$ cat config.mk
export PLATFORM = sky130hd
export DESIGN_NAME = hcsr04_multi_ranger
export DESIGN_NICKNAME = d
export VERILOG_FILES = /design/src/rtl/hcsr04_pkg.sv /design/src/rtl/hcsr04_multi_ranger_us_tick.sv /design/src/rtl/hcsr04_multi_ranger.sv
export SDC_FILE = /design/constraint.sdc
export NUM_CORES = 1
export LEC_CHECK = 0
export ABC_AREA = 1
export CAP_MARGIN = 5
export CORE_AREA = 8 8 119 121
export DETAILED_ROUTE_END_ITERATION = 12
export DIE_AREA = 0 0 127 129
export MAX_ROUTING_LAYER = met4
export PLACE_DENSITY = 0.79
export SLEW_MARGIN = 5
export SYNTH_ARGS = -nofsm -noshare
export SYNTH_HDL_FRONTEND = slang
export SYNTH_SLANG_ARGS = --single-unit
$ cat constraint.sdc
create_clock -name clk_clk -period 2.8 [get_ports clk_clk]
set_input_delay 0.56 -clock clk_clk [delete_from_list [all_inputs] [get_ports clk_clk]]
set_output_delay 0.56 -clock clk_clk [all_outputs]
set_load 0.03 [all_outputs]
$ cat src/rtl/hcsr04_pkg.sv
// Shared types and elaboration-time helpers for the HC-SR04 multi-channel ranger.
package hcsr04_pkg;

  typedef enum logic [2:0] {
    IDLE,
    TRIG,
    WAIT_RISE,
    MEASURE,
    GAP
  } state_e;

  // Clock cycles per microsecond.
  function automatic int us_div(input int clk_hz);
    return clk_hz / 1_000_000;
  endfunction

  // The microsecond tick is only exact for whole-MHz clocks.
  function automatic bit clk_ok(input int clk_hz);
    return (clk_hz >= 1_000_000) && ((clk_hz % 1_000_000) == 0);
  endfunction

  // Channel index width, never narrower than one bit.
  function automatic int ch_width(input int n);
    return (n <= 2) ? 1 : $clog2(n);
  endfunction

  // Result field must hold TIMEOUT_US without wrapping.
  function automatic bit w_fits(input int w, input int timeout_us);
    return (longint'(1) << w) > longint'(timeout_us);
  endfunction

  // The shared phase counter also times TRIG and GAP, which may exceed W bits.
  function automatic int cnt_width(input int w, input int trig_us, input int gap_us);
    int m;
    m = w;
    if ($clog2(trig_us + 1) > m) m = $clog2(trig_us + 1);
    if ($clog2(gap_us + 1) > m)  m = $clog2(gap_us + 1);
    return m;
  endfunction

endpackage

$ cat src/rtl/hcsr04_multi_ranger_us_tick.sv
// Microsecond prescaler: counts 0..DIV-1, ticks on DIV-1, restarts on i_clr.
module ranger_us_tick #(
  parameter int DIV = 50
) (
  input  logic i_clk,
  input  logic i_rst_n,
  input  logic i_clr,
  output logic o_tick
);

  localparam int            PW   = (DIV > 1) ? $clog2(DIV) : 1;
  localparam logic [PW-1:0] LAST = PW'(DIV - 1);

  logic [PW-1:0] r_cnt;

  // Wrap at DIV-1; a clear always wins so the next phase starts on a full period.
  always_ff @(posedge i_clk or negedge i_rst_n) begin
    if (!i_rst_n)                   r_cnt <= '0;
    else if (i_clr || r_cnt == LAST) r_cnt <= '0;
    else                            r_cnt <= r_cnt + 1'b1;
  end

  assign o_tick = (r_cnt == LAST);

endmodule

$ cat src/rtl/hcsr04_multi_ranger.sv
// Round-robin HC-SR04 controller: one sensor triggered at a time, echo width
// measured in microseconds with timeout/saturation, per-channel result registers.
module hcsr04_multi_ranger
  import hcsr04_pkg::*;
#(
  parameter int NUM_CH     = 4,
  parameter int CLK_HZ     = 50_000_000,
  parameter int TRIG_US    = 10,
  parameter int TIMEOUT_US = 38000,
  parameter int GAP_US     = 60000,
  parameter int W          = 16
) (
  input  logic                        clk_clk,
  input  logic                        reset_reset_n,
  input  logic                        enable,
  input  logic                        mode_cont,
  input  logic                        start,
  input  logic [NUM_CH-1:0]           hcecho_export,
  output logic [NUM_CH-1:0]           hctrig_export,
  output logic [NUM_CH*W-1:0]         dist_us,
  output logic [NUM_CH-1:0]           timeout_flags,
  output logic                        sample_valid,
  output logic [ch_width(NUM_CH)-1:0] sample_ch,
  output logic                        busy
);

  localparam int              DIV     = us_div(CLK_HZ);
  localparam int              CH_W    = ch_width(NUM_CH);
  localparam int              CW      = cnt_width(W, TRIG_US, GAP_US);
  localparam logic [CW-1:0]   C_TRIG  = CW'(TRIG_US);
  localparam logic [CW-1:0]   C_TO    = CW'(TIMEOUT_US);
  localparam logic [CW-1:0]   C_GAP   = CW'(GAP_US);
  localparam logic [W-1:0]    TO_W    = W'(TIMEOUT_US);
  localparam logic [CH_W-1:0] LAST_CH = CH_W'(NUM_CH - 1);

  if (NUM_CH < 1 || NUM_CH > 8) begin : g_bad_num_ch
    $error("hcsr04_multi_ranger: NUM_CH must be 1..8");
  end
  if (!clk_ok(CLK_HZ)) begin : g_bad_clk
    $error("hcsr04_multi_ranger: CLK_HZ must be a multiple of 1 MHz");
  end
  if (!w_fits(W, TIMEOUT_US)) begin : g_bad_w
    $error("hcsr04_multi_ranger: W too narrow for TIMEOUT_US");
  end

  state_e                  r_state, w_state_nxt;
  logic [CH_W-1:0]         r_ch, w_ch_nxt;
  logic [CW-1:0]           r_cnt, w_cnt_inc;
  logic [NUM_CH-1:0]       r_sync1, r_sync2;
  logic                    r_echo_prev;
  logic                    w_echo, w_rise, w_fall;
  logic                    w_tick, w_clr, w_meas;
  logic                    w_rec, w_rec_to;
  logic [W-1:0]            w_rec_val;
  logic [NUM_CH-1:0]       w_trig_nxt;
  logic [NUM_CH-1:0]       r_trig;
  logic                    r_busy;
  logic [NUM_CH-1:0][W-1:0] r_dist;
  logic [NUM_CH-1:0]       r_flags;
  logic                    r_sv;
  logic [CH_W-1:0]         r_sch;

  // Every state change restarts both the prescaler and the microsecond count.
  assign w_clr  = (w_state_nxt != r_state);
  assign w_meas = (r_state == WAIT_RISE) || (r_state == MEASURE);

  ranger_us_tick #(
    .DIV (DIV)
  ) u_tick (
    .i_clk   (clk_clk),
    .i_rst_n (reset_reset_n),
    .i_clr   (w_clr),
    .o_tick  (w_tick)
  );

  // Two-flop synchronisers on all raw echo pins.
  always_ff @(posedge clk_clk or negedge reset_reset_n) begin
    if (!reset_reset_n) begin
      r_sync1 <= '0;
      r_sync2 <= '0;
    end else begin
      r_sync1 <= hcecho_export;
      r_sync2 <= r_sync1;
    end
  end

  // Only the active channel is edge-detected. The previous-value flop reloads
  // during TRIG, so a pin already high at WAIT_RISE entry never counts as a rise.
  assign w_echo = r_sync2[r_ch];
  assign w_rise = w_echo & ~r_echo_prev;
  assign w_fall = ~w_echo & r_echo_prev;

  // Previous-cycle echo for edge detection.
  always_ff @(posedge clk_clk or negedge reset_reset_n) begin
    if (!reset_reset_n) r_echo_prev <= 1'b0;
    else                r_echo_prev <= w_echo;
  end

  // Count including this cycle's tick; saturates at TIMEOUT_US while measuring.
  always_comb begin
    w_cnt_inc = r_cnt;
    if (w_tick && !(w_meas && r_cnt >= C_TO)) w_cnt_inc = r_cnt + 1'b1;
  end

  // Phase counter register; held at zero while idle.
  always_ff @(posedge clk_clk or negedge reset_reset_n) begin
    if (!reset_reset_n)               r_cnt <= '0;
    else if (w_clr || r_state == IDLE) r_cnt <= '0;
    else                              r_cnt <= w_cnt_inc;
  end

  // State and channel register.
  always_ff @(posedge clk_clk or negedge reset_reset_n) begin
    if (!reset_reset_n) begin
      r_state <= IDLE;
      r_ch    <= '0;
    end else begin
      r_state <= w_state_nxt;
      r_ch    <= w_ch_nxt;
    end
  end

  // Next-state, channel sequencing and result-record decisions.
  always_comb begin
    w_state_nxt = r_state;
    w_ch_nxt    = r_ch;
    w_rec       = 1'b0;
    w_rec_to    = 1'b0;
    w_rec_val   = w_cnt_inc[W-1:0];
    case (r_state)
      IDLE: begin
        if (enable && (mode_cont || start)) begin
          w_state_nxt = TRIG;
          w_ch_nxt    = '0;
        end
      end
      TRIG: begin
        if (w_cnt_inc == C_TRIG) w_state_nxt = WAIT_RISE;
      end
      WAIT_RISE: begin
        // A rise in the final microsecond still wins over the timeout.
        if (w_rise) begin
          w_state_nxt = MEASURE;
        end else if (w_cnt_inc >= C_TO) begin
          w_rec       = 1'b1;
          w_rec_to    = 1'b1;
          w_rec_val   = TO_W;
          w_state_nxt = GAP;
        end
      end
      MEASURE: begin
        if (w_cnt_inc >= C_TO) begin
          w_rec       = 1'b1;
          w_rec_to    = 1'b1;
          w_rec_val   = TO_W;
          w_state_nxt = GAP;
        end else if (w_fall) begin
          w_rec       = 1'b1;
          w_state_nxt = GAP;
        end
      end
      GAP: begin
        if (w_cnt_inc == C_GAP) begin
          if (r_ch != LAST_CH) begin
            w_ch_nxt    = r_ch + 1'b1;
            w_state_nxt = TRIG;
          end else begin
            // End of pass: only a still-enabled continuous run loops to ch0.
            w_ch_nxt    = '0;
            w_state_nxt = (enable && mode_cont) ? TRIG : IDLE;
          end
        end
      end
      default: begin
        w_state_nxt = IDLE;
        w_ch_nxt    = '0;
      end
    endcase
  end

  // Trigger pattern for the next cycle: one-hot on the channel entering/in TRIG.
  always_comb begin
    w_trig_nxt = '0;
    for (int i = 0; i < NUM_CH; i++)
      w_trig_nxt[i] = (w_state_nxt == TRIG) && (w_ch_nxt == CH_W'(i));
  end

  // Registered trigger and busy so both pins are glitch-free; reset clears them at once.
  always_ff @(posedge clk_clk or negedge reset_reset_n) begin
    if (!reset_reset_n) begin
      r_trig <= '0;
      r_busy <= 1'b0;
    end else begin
      r_trig <= w_trig_nxt;
      r_busy <= (w_state_nxt != IDLE);
    end
  end

  // Result registers and the one-cycle sample strobe; other channels untouched.
  always_ff @(posedge clk_clk or negedge reset_reset_n) begin
    if (!reset_reset_n) begin
      r_dist  <= '0;
      r_flags <= '0;
      r_sv    <= 1'b0;
      r_sch   <= '0;
    end else begin
      r_sv <= w_rec;
      if (w_rec) begin
        r_sch         <= r_ch;
        r_dist[r_ch]  <= w_rec_val;
        r_flags[r_ch] <= w_rec_to;
      end
    end
  end

  assign hctrig_export = r_trig;
  assign busy          = r_busy;
  assign dist_us       = r_dist;
  assign timeout_flags = r_flags;
  assign sample_valid  = r_sv;
  assign sample_ch     = r_sch;

endmodule

# Word-level counts from Yosys, hierarchy flattened
# Cells that the tools add are included.
# totals
elab_cells	92
in_bits	9
reg_bits	112
# op_classes
reduce_logical	18
bitwise	4
order_cmp	4
eq_ne	13
addsub	3
n_mux	34
# ops
op	count
two-way mux 16 bit	5
bitwise mux 64 bit	1
demux 16 bit (select 2 bit)	1
greater-or-equal comparator 16 bit (second input constant)	2
one-hot mux 16 bit (2 select lines)	1
two-way mux 3 bit	7
adder 16 x 1 -> 16 bit (second input constant)	1
== test 16 bit (second input constant)	1
== test 16 x 4 -> 1 bit (second input constant)	1
one-hot mux 3 bit (5 select lines)	1
logical AND 1 bit	9
two-way mux 1 bit	8
adder 6 x 1 -> 6 bit (second input constant)	1
== test 3 x 1 -> 1 bit (second input constant)	2
== test 3 x 2 -> 1 bit (second input constant)	2
== test 6 bit (second input constant)	1
two-way mux 2 bit	3
two-way mux 6 bit	1
one-hot mux 2 bit (3 select lines)	1
bitwise mux 4 bit	1
== test 2 bit (second input constant)	2
logical OR 1 bit	4
one-hot mux 1 bit (2 select lines)	2
== test 3 bit (second input constant)	1
15 further kinds	17

# Longest topological paths before layout
# logic_depth
depth_word	13
mapped_depth	23
mapped_depth_nobuf	21

# Modules after synthesis
# From an unflattened synthesis, not the netlist that was laid out.
# unflattened
cells_unflattened	615
hier_area_um2	5310.1
# modules_own_cells
module	area_each_um2	cells_each	n_inst
hcsr04_multi_ranger	4973.5	578	1
ranger_us_tick	336.6	37	1

# Worst setup path before layout
# No wires, ideal clock.
# synth_timing
kind	reg-to-reg
from	reg r_cnt[0]
to	reg r_cnt[11]
synth_period_minus_slack_ns	2.540
path_buffers	2
path_slack_ns	0.260
path_stages_with_launch	21
arrival_ns	2.471
cell_sequence	dfrtp_1 > ha_1 > nand3_1 > nor2_2 > nand3_1 > nand2_1 > nand2_1 > nand3b_1 > nand2_1 > nor2_1 > nand2_1 > nor2_1 > nand2_1 > nand3_4 > nand2_4 > o21ai_2 > buf_6 > a21oi_4 > nand3_4 > buf_8 > nor2_2
# synth_via
elab_chain_len	12
# synth_lines
element	line	source
start, declared	hcsr04_multi_ranger.sv:48	logic [CW-1:0] r_cnt, w_cnt_inc;
start signal, assigned	hcsr04_multi_ranger.sv:109	else r_cnt <= w_cnt_inc;
greater-or-equal comparator 16 bit	hcsr04_multi_ranger.sv:102	if (w_tick && !(w_meas && r_cnt >= C_TO)) w_cnt_inc = r_cnt + 1'b1;
logical AND 1 bit	hcsr04_multi_ranger.sv:102	
zero test 1 bit	hcsr04_multi_ranger.sv:102	
logical AND 1 bit	hcsr04_multi_ranger.sv:102	
two-way mux 16 bit *	hcsr04_multi_ranger.sv:102	
greater-or-equal comparator 16 bit	hcsr04_multi_ranger.sv:144, hcsr04_multi_ranger.sv:152	
two-way mux 3 bit	hcsr04_multi_ranger.sv:144	end else if (w_cnt_inc >= C_TO) begin
two-way mux 3 bit	hcsr04_multi_ranger.sv:142	if (w_rise) begin
one-hot mux 3 bit (5 select lines)	hcsr04_multi_ranger.sv:130	case (r_state)
!= test 3 bit	hcsr04_multi_ranger.sv:64	assign w_clr = (w_state_nxt != r_state);
logical OR 1 bit	hcsr04_multi_ranger.sv:108	else if (w_clr || r_state == IDLE) r_cnt <= '0;
two-way mux 16 bit *	hcsr04_multi_ranger.sv:108	
# Every way passes the cells marked *; elsewhere a longest branch is shown, timed or not.
# A chain may end at the register's enable or synchronous reset.

# Worst setup path after layout
# layout_timing
from	reg r_cnt[7]
to	reg r_cnt[14]
# Same word-level chain as after synthesis.

==> metrics.md <==
| Metric | Value |
|---|---|
| Status | complete, but fails checks |
| Failing checks | setup timing |
| GRT Util Overall | 16.9% |
| Crit path from | r_cnt[7] |
| Flop2flop setup slack | -0.0009 ns |
| DR vias/cell | 5.22 |
| First-pass GRT wire length | 21,800 µm |
| CTS Buffer Depth | 2 |
| Final Util | 59.9% |
| Non-Filler Instances | 905 |
| Simple logic cell fraction of the synthesized area | 28.6% |
| DRT Pass-1 Iters | 5 |
| Yosys Warn Count | 0 |
| Post-Syn Area | 5360 µm² |
| Syn avg cell area | 8.59 µm² |
| Clk slew on worst S/H paths | 0.08 ns |
| Ports | 85 |
| Achievable Freq | 357 MHz |
| Max-cap violations | 0 |
| Total CTS buffers | 9 |
| H-tree Lvls | 3 |
| Initial Util | 43.5% |
| Grt ovf | 0 |
| Mux contribution to synthesized area | 0% |
| Final Hold Viols | 0 |
| Total number of vias | 4,728 |
| Vias in the first global route | 4,474 |
| # hold bufs at CTS | 0 |
| Cell count of the worst reg-to-reg path | 18 |
| Post-route setup slack | -0.000873 ns |
| PwrDens | 401 nW/µm² |
| Pwr Total | 0.00296 W |
| Routed length per instance | 16.4 µm |
| CTS root buf | clkbuf_16 |
| Inst Count DP | 868 |
| Final setup fails | 1 |
| Clk_skew | 0.00742 ns |
| Leading cell type in the layout, fill and taps excluded | nand2_1 |
| Final GP Congestion | 0.925 |
| Worst r2r src | r_cnt[7] |
| Num rows | 41 |
| Critical path arrival | 3.09 ns |
| Setup tns final | -0.000873 ns |
| DRC | 0 |
| Synth Instances | 624 |
| Largest family of logic cells by synthesized area | simple AND/OR/NAND/NOR gates |
| Final period util | 100% |
| Net Count, Synth | 641 |
| Fin nets | 767 |
| Req. time, crit path | 3.08 ns |
| Adder-Cell Fraction of Synth Area | 1.87% |
| Max FO, Critical Path | 8 |
| Synth-to-layout area growth | 37.5% |
| Unrepaired setup endpoints after global routing | true |
| Endpoint class of the critical path | flip-flop |
| Netlist cell types | 38 |
| Worst Hold Class | input port to async pin |
| FF+latch count, synth | 112 |
| Share of cells above drive strength 1 | 23.6% |
| IO buf count | 84 |
| Largest net degree at the start of global routing | 64 |
| Die Span Y | 129 µm |
| Slew margin rel. | 69.6% |
| CTS Sinks | 112 |
| DRT iter0 DRCs | 249 |
| Synth Area in Compound Gates | 8.68% |
| Final Max Tran Viols | 0 |
| Core area | 12,300 µm² |
| Antenna-violating nets left | 0 |
| Leakage | 3.32 nW |
| HPWL Detailed | 9980 µm |
| Clk Latency, worst-skew pair | 0.35 ns |
| Die ar. | 16,400 µm² |
| Worst Tran Pin Value | 0.451 ns |
| DRT Wirelength | 14,800 µm |
| Setup crit start kind | flip-flop |
| Die X | 127 µm |
| Pre-CTS setup slack | -0.150 ns |
| Post-Synth XOR/XNOR Area | 2.61% |
| Critical path class | flip-flop to flip-flop |
| CTS tree | built |
| Worst r2r dst | r_cnt[14] |
| Initial antenna violation count | 0 |
| Most frequent cells in the layout | nand2_1 (160), dfrtp_1 (107), clkdlybuf4s50_1 (83) |
| Minimum clock period | 2.80 ns |
| Antenna diodes | 0 |
| Post-synthesis sequential area ratio | 52.3% |
| Worst ir drop on vdd | 405 µV |
-- area by class of cell --
cell class | count | area, µm²
clock buffer | 9 | 225
clock inverter | 7 | 71.3
fill | 986 | 4940
inverter | 51 | 196
multi-input combinational | 443 | 2530
sequential | 112 | 2810
tap | 150 | 188
timing repair buffer | 133 | 1350
-- registers in the layout (all words and copies together) (netlist names) --
name           count
timeout_flags      4
r_sync1            4
r_cnt             16
sample_valid       1
r_state            3
r_ch               2
r_sync2            4
u_tick.r_cnt       6
sample_ch          2
hctrig_export      4
busy               1
dist_us           64
r_echo_prev        1
-- cells in the mapped netlist --
| cell type | number | area share (%) |
|---|---|---|
| xor2_1 | 14 | 2.3 |
| and3_2 | 1 | 0.14 |
| clkinv_1 | 1 | 0.070 |
| a21oi_1 | 4 | 0.37 |
| nand3_4 | 2 | 0.65 |
| o32a_1 | 1 | 0.19 |
| o21ai_0 | 58 | 5.4 |
| ha_1 | 8 | 1.9 |
| buf_8 | 2 | 0.56 |
| nand4_1 | 5 | 0.58 |
| o211ai_1 | 2 | 0.28 |
| buf_6 | 2 | 0.42 |
| a211oi_1 | 1 | 0.14 |
| nand2_2 | 8 | 0.93 |
| nand3b_1 | 5 | 0.70 |
| nor2_1 | 66 | 4.6 |
| dfrtp_1 | 112 | 52 |
| o21ai_1 | 18 | 1.7 |
| o21ai_2 | 1 | 0.16 |
| buf_4 | 2 | 0.28 |
| inv_2 | 2 | 0.14 |
| clkbuf_2 | 1 | 0.093 |
| nand3_2 | 2 | 0.37 |
| or2_2 | 1 | 0.12 |
| nand4_2 | 1 | 0.23 |
| nor4_1 | 1 | 0.12 |
| nor2_2 | 7 | 0.82 |
| a21oi_4 | 1 | 0.30 |
| o21bai_1 | 1 | 0.14 |
| inv_1 | 48 | 3.4 |
| nand2_4 | 7 | 1.5 |
| clkbuf_1 | 4 | 0.28 |
| nand3_1 | 39 | 3.6 |
| nor2_4 | 8 | 1.7 |
| nand2_1 | 176 | 12 |
| buf_2 | 8 | 0.75 |
| xnor2_1 | 2 | 0.33 |
| nor3_1 | 2 | 0.19 |
-- critical path, stage by stage, from the launching register on --
cell and delay (ns):
dfrtp_1 0.47, inv_1 0.08, nand2_1 0.07, nand3_2 0.08, nand3_2 0.09, nand2_4 0.16, nand2_8 0.10, buf_12 0.14
nand2_1 0.11, nand2_4 0.12, o21ai_1 0.26, nand3_4 0.14, nand2_4 0.10, o21ai_4 0.09, buf_12 0.14, a21oi_4 0.15
nand3_4 0.12, clkbuf_16 0.20, nor2_4 0.10
-- how the worst max path moves through the flow --
| stage | endpoint | slack [ns] |
|---|---|---|
| 6_report | r_cnt[14] | -0.0009 |
| 5_1_grt | hctrig_export[3] | -0.12 |
| 4_1_cts | dist_us[15] | 0.04 |
| 3_5_place_dp | dist_us[46] | -0.15 |
| 3_3_place_gp | r_cnt[11] | -0.11 |
| 2_1_floorplan | r_cnt[11] | 0.26 |
-- metrics by stage --
step           instance area, µm²  hold slack [ns]
2_1_floorplan                5360            0.264
3_3_place_gp                 6490            0.331
3_5_place_dp                 6490            0.338
4_1_cts                      6870           0.0843
5_1_grt                      7370           0.0936
6_report                     7370           0.0778
-- cell families (layout without fill, tap and decap cells) --
| logic type | Yosys count | in the layout |
|---|---|---|
| AO/OA/AOI/OAI | 87 | 87 |
| XOR/XNOR | 16 | 16 |
| adder cells (fa/ha/maj) | 8 | 8 |
| buffers and inverters | 70 | 200 |
| flip-flops | 112 | 112 |
| AND/OR/NAND/NOR | 331 | 332 |
-- what timing repair did --
item                                    CTS  global route
pin swaps                                 0            34
buffers inserted                          4            14
endpoints found under the setup margin   90            98
gates resized for setup                   6           105
gates cloned                              0             3
hold endpoints to repair                  0             0
-- power breakdown --
| part | internal [W] | leakage [nW] | switching (W) |
|---|---|---|---|
| registers | 0.00162 | 1.50 | 0.00000216 |
| clock network | 0.000633 | 0.146 | 0.000648 |
| logic | 0.0000151 | 1.68 | 0.0000361 |
| total | 0.00227 | 3.32 | 0.000686 |
-- per-layer routing --
metal	global-route usage, %	vias up	wire [µm]	part of all wire [%]
li1	-	2245	-	-
met1	19.5	2294	6310	43
met2	29.0	160	7460	50
met3	3.64	29	795	5.4
met4	5.39	0	278	1.9
met5	-	-	0	0
Power figures use the tool's default switching activity.
